--- config.mk ---
export PLATFORM = sky130hd
export DESIGN_NAME = onewire_scratchpad
export DESIGN_NICKNAME = d
export VERILOG_FILES = /design/src/rtl/onewire_scratchpad.sv
export SDC_FILE = /design/constraint.sdc
export NUM_CORES = 1
export LEC_CHECK = 0
export ABC_CLOCK_PERIOD_IN_PS = 1800
export BUFFER_PORTS_ARGS = -buffer_cell sky130_fd_sc_hd__clkbuf_2
export CAP_MARGIN = 20
export CORE_AREA = 5 5 91 93
export DETAILED_ROUTE_END_ITERATION = 7
export DIE_AREA = 0 0 96 98
export GPL_TIMING_DRIVEN = 0
export PLACE_DENSITY = 0.68
export SLEW_MARGIN = 30
export SYNTH_ARGS = -nofsm -noshare
export SYNTH_HDL_FRONTEND = slang
export SYNTH_SLANG_ARGS = --single-unit
--- constraint.sdc ---
create_clock -name clk_2m4 -period 1.8 [get_ports clk_2m4]
set_input_delay 0.09 -clock clk_2m4 [delete_from_list [all_inputs] [get_ports clk_2m4]]
set_output_delay 0.09 -clock clk_2m4 [all_outputs]
set_load 0.01 [all_outputs]
--- src/rtl/onewire_scratchpad.sv ---
// 1-Wire scratchpad: DEPTH-byte register file with masked host writes, a wrapping read pointer
// and an optional bit-serial Dallas/Maxim CRC-8 engine (enable with `define ONEWIRE_SCRATCHPAD_CRC_EN).
module onewire_scratchpad #(
    parameter int                 DEPTH   = 9,
    parameter int                 AW      = 4,
    parameter logic [DEPTH-1:0]   WMASK   = 9'h01C,
    parameter logic [DEPTH*8-1:0] RST_VAL = {8'h10, 8'h96, 8'hFF, 8'h7F, 8'h46,
                                             8'h4B, 8'h00, 8'hFF, 8'h50}
) (
    input  logic          clk_2m4,
    input  logic          owpo_rstn,
    input  logic          owsp_wr_en,
    input  logic [AW-1:0] owsp_wr_addr,
    input  logic [7:0]    owsp_wr_data,
    input  logic          owsp_rd_start,
    input  logic [AW-1:0] owsp_rd_addr,
    input  logic          owsp_rd_next,
    output logic [7:0]    owsp_rd_data,
    output logic          owsp_rd_last,
    output logic          owsp_wr_err,
    output logic          owsp_crc_busy,
    output logic [7:0]    owsp_crc
);

    localparam logic [AW-1:0] LAST = AW'(DEPTH - 1);

    logic [7:0]    mem [DEPTH];
    logic [AW-1:0] rd_ptr;
    logic [7:0]    rd_byte;
    logic          mask_bit;
    logic          wr_accept;
    logic          wr_err_q;
    logic          crc_done;
    logic [7:0]    crc_next;

    // Addresses at or beyond DEPTH never match, so they read as "not writable".
    always_comb begin
        mask_bit = 1'b0;
        for (int i = 0; i < DEPTH; i++) begin
            if (owsp_wr_addr == AW'(i)) mask_bit = WMASK[i];
        end
    end

`ifdef ONEWIRE_SCRATCHPAD_CRC_EN
    assign wr_accept = owsp_wr_en && mask_bit && (owsp_wr_addr != LAST);
`else
    assign wr_accept = owsp_wr_en && mask_bit;
`endif

    always_comb begin
        rd_byte = 8'h00;
        for (int i = 0; i < DEPTH; i++) begin
            if (rd_ptr == AW'(i)) rd_byte = mem[i];
        end
    end

    assign owsp_rd_data = rd_byte;
    assign owsp_rd_last = (rd_ptr == LAST);
    assign owsp_wr_err  = wr_err_q;

    always_ff @(posedge clk_2m4 or negedge owpo_rstn) begin
        if (!owpo_rstn) begin
            for (int i = 0; i < DEPTH; i++) mem[i] <= RST_VAL[i*8 +: 8];
        end else begin
            for (int i = 0; i < DEPTH; i++) begin
                if (wr_accept && (owsp_wr_addr == AW'(i))) mem[i] <= owsp_wr_data;
            end
            if (crc_done) mem[DEPTH-1] <= crc_next;
        end
    end

    // rd_start has priority over rd_next; out-of-range start addresses fall back to byte 0.
    always_ff @(posedge clk_2m4 or negedge owpo_rstn) begin
        if (!owpo_rstn) begin
            rd_ptr   <= '0;
            wr_err_q <= 1'b0;
        end else begin
            wr_err_q <= owsp_wr_en && !wr_accept;
            if (owsp_rd_start) begin
                rd_ptr <= (owsp_rd_addr <= LAST) ? owsp_rd_addr : '0;
            end else if (owsp_rd_next) begin
                rd_ptr <= (rd_ptr == LAST) ? '0 : rd_ptr + 1'b1;
            end
        end
    end

`ifdef ONEWIRE_SCRATCHPAD_CRC_EN
    typedef enum logic {IDLE, RUN} crc_state_t;

    localparam logic [AW-1:0] PEN = AW'(DEPTH - 2);

    crc_state_t    state_q, state_d;
    logic [AW-1:0] byte_q, byte_d;
    logic [2:0]    bit_q, bit_d;
    logic [7:0]    acc_q, acc_d;
    logic [7:0]    crc_q;
    logic [7:0]    cur_byte;
    logic          fb;

    // Any accepted write restarts the checksum from scratch; otherwise RUN eats one bit per cycle.
    always_comb begin
        cur_byte = 8'h00;
        for (int i = 0; i < DEPTH; i++) begin
            if (byte_q == AW'(i)) cur_byte = mem[i];
        end
        fb       = acc_q[0] ^ cur_byte[bit_q];
        crc_next = {1'b0, acc_q[7:1]} ^ (fb ? 8'h8C : 8'h00);

        state_d  = state_q;
        byte_d   = byte_q;
        bit_d    = bit_q;
        acc_d    = acc_q;
        crc_done = 1'b0;

        if (wr_accept) begin
            state_d = RUN;
            byte_d  = '0;
            bit_d   = '0;
            acc_d   = 8'h00;
        end else if (state_q == RUN) begin
            acc_d = crc_next;
            bit_d = bit_q + 3'd1;
            if (bit_q == 3'd7) begin
                if (byte_q == PEN) begin
                    crc_done = 1'b1;
                    state_d  = IDLE;
                end else begin
                    byte_d = byte_q + 1'b1;
                end
            end
        end
    end

    // Reset starts a fresh pass over the reset image; a reset mid-pass drops the partial result.
    always_ff @(posedge clk_2m4 or negedge owpo_rstn) begin
        if (!owpo_rstn) begin
            state_q <= RUN;
            byte_q  <= '0;
            bit_q   <= '0;
            acc_q   <= 8'h00;
            crc_q   <= RST_VAL[(DEPTH-1)*8 +: 8];
        end else begin
            state_q <= state_d;
            byte_q  <= byte_d;
            bit_q   <= bit_d;
            acc_q   <= acc_d;
            if (crc_done) crc_q <= crc_next;
        end
    end

    assign owsp_crc_busy = (state_q == RUN);
    assign owsp_crc      = crc_q;
`else
    assign crc_done      = 1'b0;
    assign crc_next      = 8'h00;
    assign owsp_crc_busy = 1'b0;
    assign owsp_crc      = 8'h00;
`endif

endmodule

==> results of run 1 <==
-- cell usage in the layout (no fill, tap or decap), types with 2 or more instances in the layout --
cell           instances
clkbuf_1              48
dfrtp_1               39
dfstp_2               37
clkbuf_2              25
buf_4                 20
mux2_2                19
inv_1                 18
nand2_1               17
a21oi_1               15
clkbuf_8              12
nand3b_1              11
dlygate4sd3_1         10
nand3_1                9
conb_1                 9
a22oi_1                8
a2bb2oi_1              8
buf_6                  6
buf_2                  6
a211oi_2               6
o221ai_2               5
a221oi_2               5
mux2_1                 5
buf_8                  3
nor2b_1                3
a21oi_2                3
a221oi_4               3
o221ai_1               3
nand2_2                3
o21ai_0                3
clkinvlp_4             3
inv_2                  2
nand2b_1               2
a211oi_4               2
mux2i_1                2
nor3_1                 2
ha_4                   2
clkinv_2               2
buf_12                 2
-- what timing repair did --
action                                  4_1_cts  5_1_grt
buffers inserted                              8        4
hold endpoints to repair                     57        0
endpoints found under the setup margin        9       10
gates resized for setup                      33       30
hold buffers                                 10        0
pin swaps                                    12        8
cloned                                        1        0
-- logic make-up after synthesis --
family                   Yosys count  share of synthesized area
buffers and inverters             91                      0.112
other                              1                    0.00106
AO/OA/AOI/OAI                     66                      0.148
AND/OR/NAND/NOR                   55                     0.0874
adder cells (fa/ha/maj)            4                     0.0141
multiplexers                      26                     0.0817
flip-flops                        77                      0.556
-- per-layer routing --
metal	wire length, µm	part of all wire	global-route usage	up-vias
met5	0	0	0	-
met3	307	0.041	0.0447	7
met4	94	0.013	0.0481	0
met2	3570	0.48	0.256	46
met1	3490	0.47	0.244	1257
li1	-	-	-	1203
-- area by class of cell --
cell class              instances  area [µm²]
fillers                       639        2890
flip-flops and latches         77        1970
repair buffers                 53         395
well taps                     102         128
plain buffers                  70         378
clock buffers                  10         138
inverters                      21        78.8
clock inverters                 6        62.6
multi-input cells             160        1400
-- where the power goes --
part,switching [µW],internal (µW)
combinational,496,455
sequential,83.5,1900
clock,615,672
total,1190,3020
-- sequential cells by signal, summed over array words and instances (netlist names) --
| register | flops |
|---|---|
| mem | 72 |
| rd_ptr | 4 |
| owsp_wr_err | 1 |
-- critical path: stages (launching register included) --
cell and delay, ps:
dfrtp_2 440, buf_6 130, ha_4 180, clkbuf_8 150
buf_4 140, a21oi_2 160, a221oi_4 80, o221ai_2 220
nand3_1 110, buf_2 150
-- final timing paths --
path / startpoint / to / slack (ps) / cells past startpoint
setup / recovery: rd_ptr[0]$_DFFE_PN0P_ / owsp_rd_data[1] / -380 / 9
hold / removal: owsp_wr_data[0] / mem[32]$_DFFE_PN0P_ / 20 / 2
setup reg to reg: rd_ptr[1]$_DFFE_PN0P_ / rd_ptr[0]$_DFFE_PN0P_ / 250 / 8
hold reg to reg: mem[21]$_DFFE_PN1P_ / mem[21]$_DFFE_PN1P_ / 440 / 1
max in group asynchronous: owpo_rstn / rd_ptr[0]$_DFFE_PN0P_ / 1010 / 2
min in group asynchronous: owpo_rstn / mem[37]$_DFFE_PN0P_ / 310 / 2
-- per-stage QoR --
stage                     cells  setup WS (ps)  setup TNS (ps)  total power (µW)
after floorplan             328            123               0              2470
final                       499           -377           -2670              4220
after global routing        499           -466           -3600              4440
after detailed placement    460           -370           -2700              2710
after CTS                   495           -372           -3020              4160
after global placement      460           -337           -2610              2680
==> impl_metrics.json, run 1 <==
{
  "area_growth_pct": 28.3,
  "synth_commonest_cells": "clkbuf_1, dfrtp_1, dfstp_2",
  "fin_crit_sh": 1.21,
  "synth_top_area_frac": 0.282,
  "max_freq_ghz": 0.459,
  "antenna_found_initial": 0,
  "status": "finished, violations left",
  "crit_path_start_kind": "register",
  "synthMostInstantiatedCell": "clkbuf_1",
  "wl_mm": 7.46,
  "cp-end-kind": "output port",
  "grt_usage": 0.171,
  "slew_headroom": 0.606,
  "firstDrtPassIters": 4,
  "numCtsBuffers": 9,
  "yosys_warnings": 0,
  "grt_overflow": 0,
  "ys_types": 37,
  "die_w_um": 96,
  "io_buffers": 30,
  "p_leak_uw": 0.00189,
  "ys_seq_elements": 77,
  "arrival_ps": 2090,
  "grt_first_pass_wirelength_mm": 12.4,
  "grt_max_degree": 78,
  "power.density_nw_per_um2": 926,
  "drtAntennaViolNets": 0,
  "critPathKind": "register to output port",
  "die_area_um2": 9410,
  "start_util": 0.477,
  "hold_violations": 0,
  "placed_area_um2": 3870,
  "cts_tree": "built",
  "cp_max_fo": 8,
  "postSynthAreaPerCell_um2": 11.1,
  "rsz0062_at_grt": "true",
  "finalWorstSetupSlack_ps": -377,
  "maxCapViolations": 0,
  "clockBufferDepth": 2,
  "synth_cells": 320,
  "irDropWorstVdd_uv": 652,
  "setup_viol": 8,
  "core_um2": 7450,
  "ioPinCount": 40,
  "drtIter0Drc": 92,
  "rows": 32,
  "wl_per_cell_um": 14.9,
  "ctsRootBufferMaster": "clkbuf_8",
  "ys_seq_area_frac": 0.556,
  "period_minus_slack_ps": 2180,
  "diodes": 0,
  "hpwl_mm": 5.02,
  "synthArstFlopShare": 1.00,
  "place.gp.congestion": 0.782,
  "synth_edf_count": 0,
  "synth_flop_cell": "dfrtp_1",
  "vias": 2513,
  "fin_area_um2": 4560,
  "yosys.area.top_type": "dfrtp_1",
  "holdWs_ps": 19.5,
  "path_clk_slew_ps": 70,
  "finClkSkew_ps": 0.828,
  "cts_htree_levels": 3,
  "synthTopCellsByArea": "dfrtp_1, dfstp_2, mux2_2",
  "drive_above_1_share": 0.443,
  "syn_area_um2": 3550,
  "cts.sinks": 77,
  "worst_ep_required_time_ps": 1710,
  "finalMaxSlewViolations": 0,
  "worst_slew_pin_slew_ps": 591,
  "grt_pass1_vias": 2527,
  "violations": "negative setup slack",
  "nets": 417,
  "viasPerCell": 5.04,
  "final_core_util": 0.612,
  "route.detailed.drc": 0,
  "die_y_um": 98,
  "clk_latency_ps": 340,
  "holdCritPathClass": "primary input to register"
}
(Power assumes the default switching activity.)
==> run 2, diff against run 1 <==
Settings changed: CORE_AREA 5 5 91 93 to 5 5 75 112, DIE_AREA 0 0 96 98 to 0 0 80 117.
==> run 2 against run 1 <==
  * The run still ends with negative setup slack left
  * Combinational power shrank 2%
  * Clock power is 32% higher
  * Die area fell by 0.51%
  * Fmax grew 2.9%
  * Utilization is 0.079 points higher
  * Wire length is 4.3% higher
  * Highest routed layer unchanged
  * Flip-flop and latch count did not move
==> impl_metrics.json, run 2 (same netlist as run 1, synthesis figures left out) <==
{
  "r2r-start": "rd_ptr[0]$_DFFE_PN0P_",
  "start_util": 0.479,
  "power.density_nw_per_um2": 1020,
  "core_um2": 7420,
  "min_to": "rd_ptr[2]$_DFFE_PN0P_",
  "slew_headroom": 0.607,
  "multiInputGateArea_um2": 1390,
  "power.total_uw": 4630,
  "wl_mm": 7.78,
  "drtAntennaViolNets": 0,
  "period_minus_slack_ps": 2120,
  "irDropWorstVdd_uv": 611,
  "worst_ep_required_time_ps": 1710,
  "worstReg2RegEnd": "rd_ptr[2]$_DFFE_PN0P_",
  "antenna_found_initial": 0,
  "mostFrequentLayoutCells": "clkbuf_1, dfrtp_1, dfstp_2, clkbuf_2, nand2_1",
  "drtIter0Drc": 149,
  "ff_latch_area_um2": 1970,
  "path_clk_slew_ps": 60,
  "crit_path_start_kind": "register",
  "max_freq_ghz": 0.473,
  "drive_above_1_share": 0.433,
  "firstDrtPassIters": 4,
  "status": "finished, violations left",
  "hold_violations": 0,
  "vias": 2482,
  "rrSetupSlack_ps": 250,
  "cts_tree": "built",
  "hold_path.startpoint": "owsp_rd_addr[2]",
  "ctsRootBufferMaster": "clkbuf_16",
  "finClkSkew_ps": 1.47,
  "worstSetupStartpoint": "rd_ptr[0]$_DFFE_PN0P_",
  "finalWorstSetupSlack_ps": -316,
  "final_core_util": 0.613,
  "cts.sinks": 77,
  "setup_viol": 8,
  "die_w_um": 80,
  "numCtsBuffers": 9,
  "arrival_ps": 2030,
  "die_y_um": 117,
  "ioPinCount": 40,
  "die_area_um2": 9360,
  "diodes": 0,
  "worst_slew_pin_slew_ps": 589,
  "min_path_cells": 3,
  "nets": 406,
  "wl_per_cell_um": 15.9,
  "grt_max_degree": 78,
  "io_buffers": 30,
  "rsz0062_at_grt": "true",
  "viasPerCell": 5.09,
  "grt_usage": 0.181,
  "route.detailed.drc": 0,
  "rows": 39,
  "finalMaxSlewViolations": 0,
  "maxCapViolations": 0,
  "clk_latency_ps": 330,
  "violations": "negative setup slack",
  "final_common_cell": "clkbuf_1",
  "reg2reg_depth": 7,
  "place.gp.congestion": 0.735,
  "grt_pass1_vias": 2699,
  "cts_htree_levels": 3,
  "area_growth_pct": 28.0,
  "clockBufferDepth": 2,
  "holdCritPathClass": "primary input to register",
  "p_leak_uw": 0.00189,
  "grt_overflow": 0,
  "largest_reg_flops": 72,
  "grt_first_pass_wirelength_mm": 12.8,
  "fin_crit_sh": 1.18,
  "regMostFlops": "mem",
  "critPathKind": "register to output port",
  "cp_max_fo": 8,
  "fillerInstances": 615,
  "cp-end-kind": "output port",
  "hpwl_mm": 5.16
}
[run 2: routing by layer]
layer / vias to the layer above / global-route usage / share of wire
met5: - / 0 / 0
met4: 0 / 0.0970 / 0.044
met3: 28 / 0.0475 / 0.039
met2: 59 / 0.319 / 0.53
met1: 1222 / 0.196 / 0.39
li1: 1173 / - / -
[run 2: how the worst max path moves through the flow]
stage	endpoint	slack, ps	depth (start not counted)
detailed placement	owsp_rd_data[7]	-360	8
global placement	owsp_rd_data[3]	-280	8
CTS	owsp_rd_data[6]	-340	9
global route	owsp_rd_data[6]	-400	6
finish	owsp_rd_data[6]	-320	9
floorplan	owsp_rd_data[0]	120	7
[run 2: report_power, final]
| part | switching, µW | internal (µW) |
|---|---|---|
| logic | 496 | 437 |
| registers | 88.8 | 1900 |
| clock network | 661 | 1040 |
| total | 1250 | 3380 |
[run 2: repair_timing]
action | 4_1_cts | 5_1_grt
gates resized for setup | 39 | 22
pin swaps | 12 | 12
hold buffers | 4 | 0
cloned | 1 | 1
endpoints found under the setup margin | 9 | 9
endpoints found under the hold margin | 42 | 0
buffers inserted | 8 | 2
[run 2: area by class of cell]
class	count	share of cell area
clock inverter	3	0.00413
sequential	77	0.434
clock buffer	13	0.0595
timing repair buffer	45	0.0738
tap	102	0.0281
inverter	21	0.0173
buffer	67	0.0760
multi-input combinational	160	0.307
[run 2: critical path, cell delays in order, from the launching register on]
cell	delay [ps]
dfrtp_2	420
inv_2	70
ha_1	200
buf_6	150
buf_12	140
nor3b_4	150
buf_12	150
a22oi_1	160
nand3_1	110
clkbuf_2	140
[run 2: metrics by stage]
step,worst slack (ps),TNS (ps),hold WS [ps],instances,area [µm²]
3_3_place_gp,-279,-2120,320,460,3860
3_5_place_dp,-358,-2700,147,460,3870
2_1_floorplan,123,0,-206,328,3580
6_report,-316,-2400,11.0,488,4540
5_1_grt,-399,-3120,8.41,488,4540
4_1_cts,-340,-2610,1.16,486,4430
==> run 3, diff against run 2 <==
Settings changed: CELL_PAD_IN_SITES_DETAIL_PLACEMENT set to 0, CELL_PAD_IN_SITES_GLOBAL_PLACEMENT set to 2, CORE_AREA 5 5 75 112 to 5 5 85 127, DIE_AREA 0 0 80 117 to 0 0 90 132, PLACE_DENSITY 0.68 to not set, PLACE_DENSITY_LB_ADDON set to 0.1.
==> run 3 against run 2 <==
  * Critical path depth unchanged
  * First-iteration DRC count shrank 38%
  * Non-clock buffer count up 6
  * The flow still finishes with violations (negative setup slack)
  * Global-route usage shrank 3.6 points
  * Clock power is 4% higher
  * Via count down 3.3%
  * Critical endpoint is now owsp_rd_data[2]
==> impl_metrics.json, run 3 (same netlist as run 1, synthesis figures left out) <==
{
  "status": "finished, violations left",
  "violations": "negative setup slack",
  "die_area_um2": 11900,
  "clk_latency_ps": 330,
  "drive_above_1_share": 0.462,
  "grt_pass1_vias": 2573,
  "rows": 44,
  "grt_overflow": 0,
  "wl_per_cell_um": 15.9,
  "nets": 412,
  "placed_cells": 473,
  "regMostFlops": "mem",
  "holdWs_ps": 7.68,
  "numCtsBuffers": 9,
  "rrSetupSlack_ps": 230,
  "finClkSkew_ps": 0.351,
  "die_y_um": 132,
  "worst_slew_pin_slew_ps": 615,
  "mostFrequentLayoutCells": "clkbuf_1, dfrtp_1, dfstp_2, clkbuf_2, nand2_1",
  "cts.sinks": 77,
  "cp_max_fo": 8,
  "final_common_cell": "clkbuf_1",
  "critPathKind": "register to output port",
  "firstDrtPassIters": 4,
  "intPower_uw": 3520,
  "cts_htree_levels": 3,
  "place.gp.congestion": 0.721,
  "largest_reg_flops": 72,
  "power_frac_clock": 0.369,
  "path_clk_slew_ps": 60,
  "max_freq_ghz": 0.466,
  "antenna_found_initial": 0,
  "p_sw_uw": 1280,
  "rsz0062_at_grt": "true",
  "diodes": 0,
  "p_seq_frac": 0.416,
  "p_sw_frac": 0.266,
  "slew_headroom": 0.590,
  "grt_max_degree": 78,
  "start_util": 0.373,
  "cts_tree": "built",
  "final_core_util": 0.501,
  "ioPinCount": 40,
  "io_buffers": 30,
  "fin_setup_tns_ps": -2660,
  "core_um2": 9520,
  "irDropWorstVdd_uv": 635,
  "clockBufferDepth": 2,
  "worst_ep_required_time_ps": 1710,
  "hold_violations": 0,
  "power.density_nw_per_um2": 1000,
  "holdCritPathClass": "primary input to register",
  "placed_area_um2": 3880,
  "finalWorstSetupSlack_ps": -344,
  "p_leak_uw": 0.00195,
  "grt_usage": 0.144,
  "cp-end-kind": "output port",
  "maxCapViolations": 0,
  "fillerInstances": 901,
  "finalMaxSlewViolations": 0,
  "ctsRootBufferMaster": "clkbuf_16",
  "vias": 2401,
  "area_growth_pct": 34.4,
  "fin_area_um2": 4770,
  "fin_crit_sh": 1.19,
  "drtIter0Drc": 92,
  "power_frac_comb": 0.215,
  "arrival_ps": 2050,
  "hpwl_mm": 5.51,
  "drtAntennaViolNets": 0,
  "grt_first_pass_wirelength_mm": 13.4,
  "route.detailed.drc": 0,
  "crit_path_start_kind": "register",
  "viasPerCell": 4.74,
  "final_cells": 507,
  "setup_viol": 8,
  "period_minus_slack_ps": 2140,
  "die_w_um": 90,
  "wl_mm": 8.04
}
-- run 3: changes by cell type in the layout (fill, tap and decap cells not counted), moves of 2 or more --
cell,before,now
clkbuf_8,5,3
a22oi_1,8,5
buf_8,0,4
ha_4,2,4
inv_2,2,0
a21oi_2,1,5
dlygate4sd3_1,4,6
a21oi_1,18,13
inv_4,0,2
a22oi_2,0,3
buf_16,0,2
-- run 3: worst max-delay path, stage by stage, from the launching register on --
cell     delay, ps
dfrtp_2        460
buf_6          140
ha_4           150
buf_8          140
buf_12         140
nor3b_4        150
buf_12         150
a22oi_1        130
nand3_1        100
buf_2          140
-- run 3: area by class of cell --
class                      count  area (µm²)  share of cell area
sequential                    77        1980               0.414
multi-input combinational    160        1480               0.309
timing repair buffer          49         405              0.0850
buffer                        69         394              0.0826
clock buffer                  12         246              0.0517
tap                          115         144              0.0302
inverter                      21        83.8              0.0176
clock inverter                 4        47.5             0.00996
-- run 3: layer usage --
| layer | GRT usage | wire length [µm] | vias to the layer above |
|---|---|---|---|
| met1 | 0.180 | 3520 | 1170 |
| li1 | - | - | 1193 |
| met4 | 0.0505 | 116 | 0 |
| met3 | 0.0354 | 194 | 8 |
| met5 | 0 | 0 | - |
| met2 | 0.242 | 4220 | 30 |
-- run 3: path summary, 6_finish.rpt --
check | startpoint | to | cells after the start
max | rd_ptr[1]$_DFFE_PN0P_ | owsp_rd_data[2] | 9
min reg2reg | mem[27]$_DFFE_PN1P_ | mem[27]$_DFFE_PN1P_ | 1
max reg2reg | rd_ptr[0]$_DFFE_PN0P_ | rd_ptr[0]$_DFFE_PN0P_ | 7
min in group asynchronous | owpo_rstn | rd_ptr[3]$_DFFE_PN0P_ | 2
min | owsp_wr_data[4] | mem[36]$_DFFE_PN0P_ | 2
max in group asynchronous | owpo_rstn | rd_ptr[1]$_DFFE_PN0P_ | 2
-- run 3: stage by stage --
stage | setup slack, ps | total power [µW]
floorplan | 123 | 2470
global placement | -378 | 2700
finish | -344 | 4800
global route | -441 | 5060
CTS | -371 | 4780
detailed placement | -408 | 2720
-- run 3: power by group through the flow --
stage / clock [µW] / sequential (µW) / combinational [µW]
6_report: 1770 / 1990 / 1030
5_1_grt: 1920 / 2010 / 1130
4_1_cts: 1830 / 1990 / 961
3_5_place_dp: 0 / 2010 / 706
3_3_place_gp: 0 / 2000 / 699
2_1_floorplan: 0 / 1980 / 485
-- run 3: timing repair --
action	4_1_cts	5_1_grt
pin swaps	21	15
endpoints found under the hold margin	44	0
setup buffers	10	1
cloned	3	0
hold buffers	6	0
resized for setup	58	30
endpoints found under the setup margin	10	9
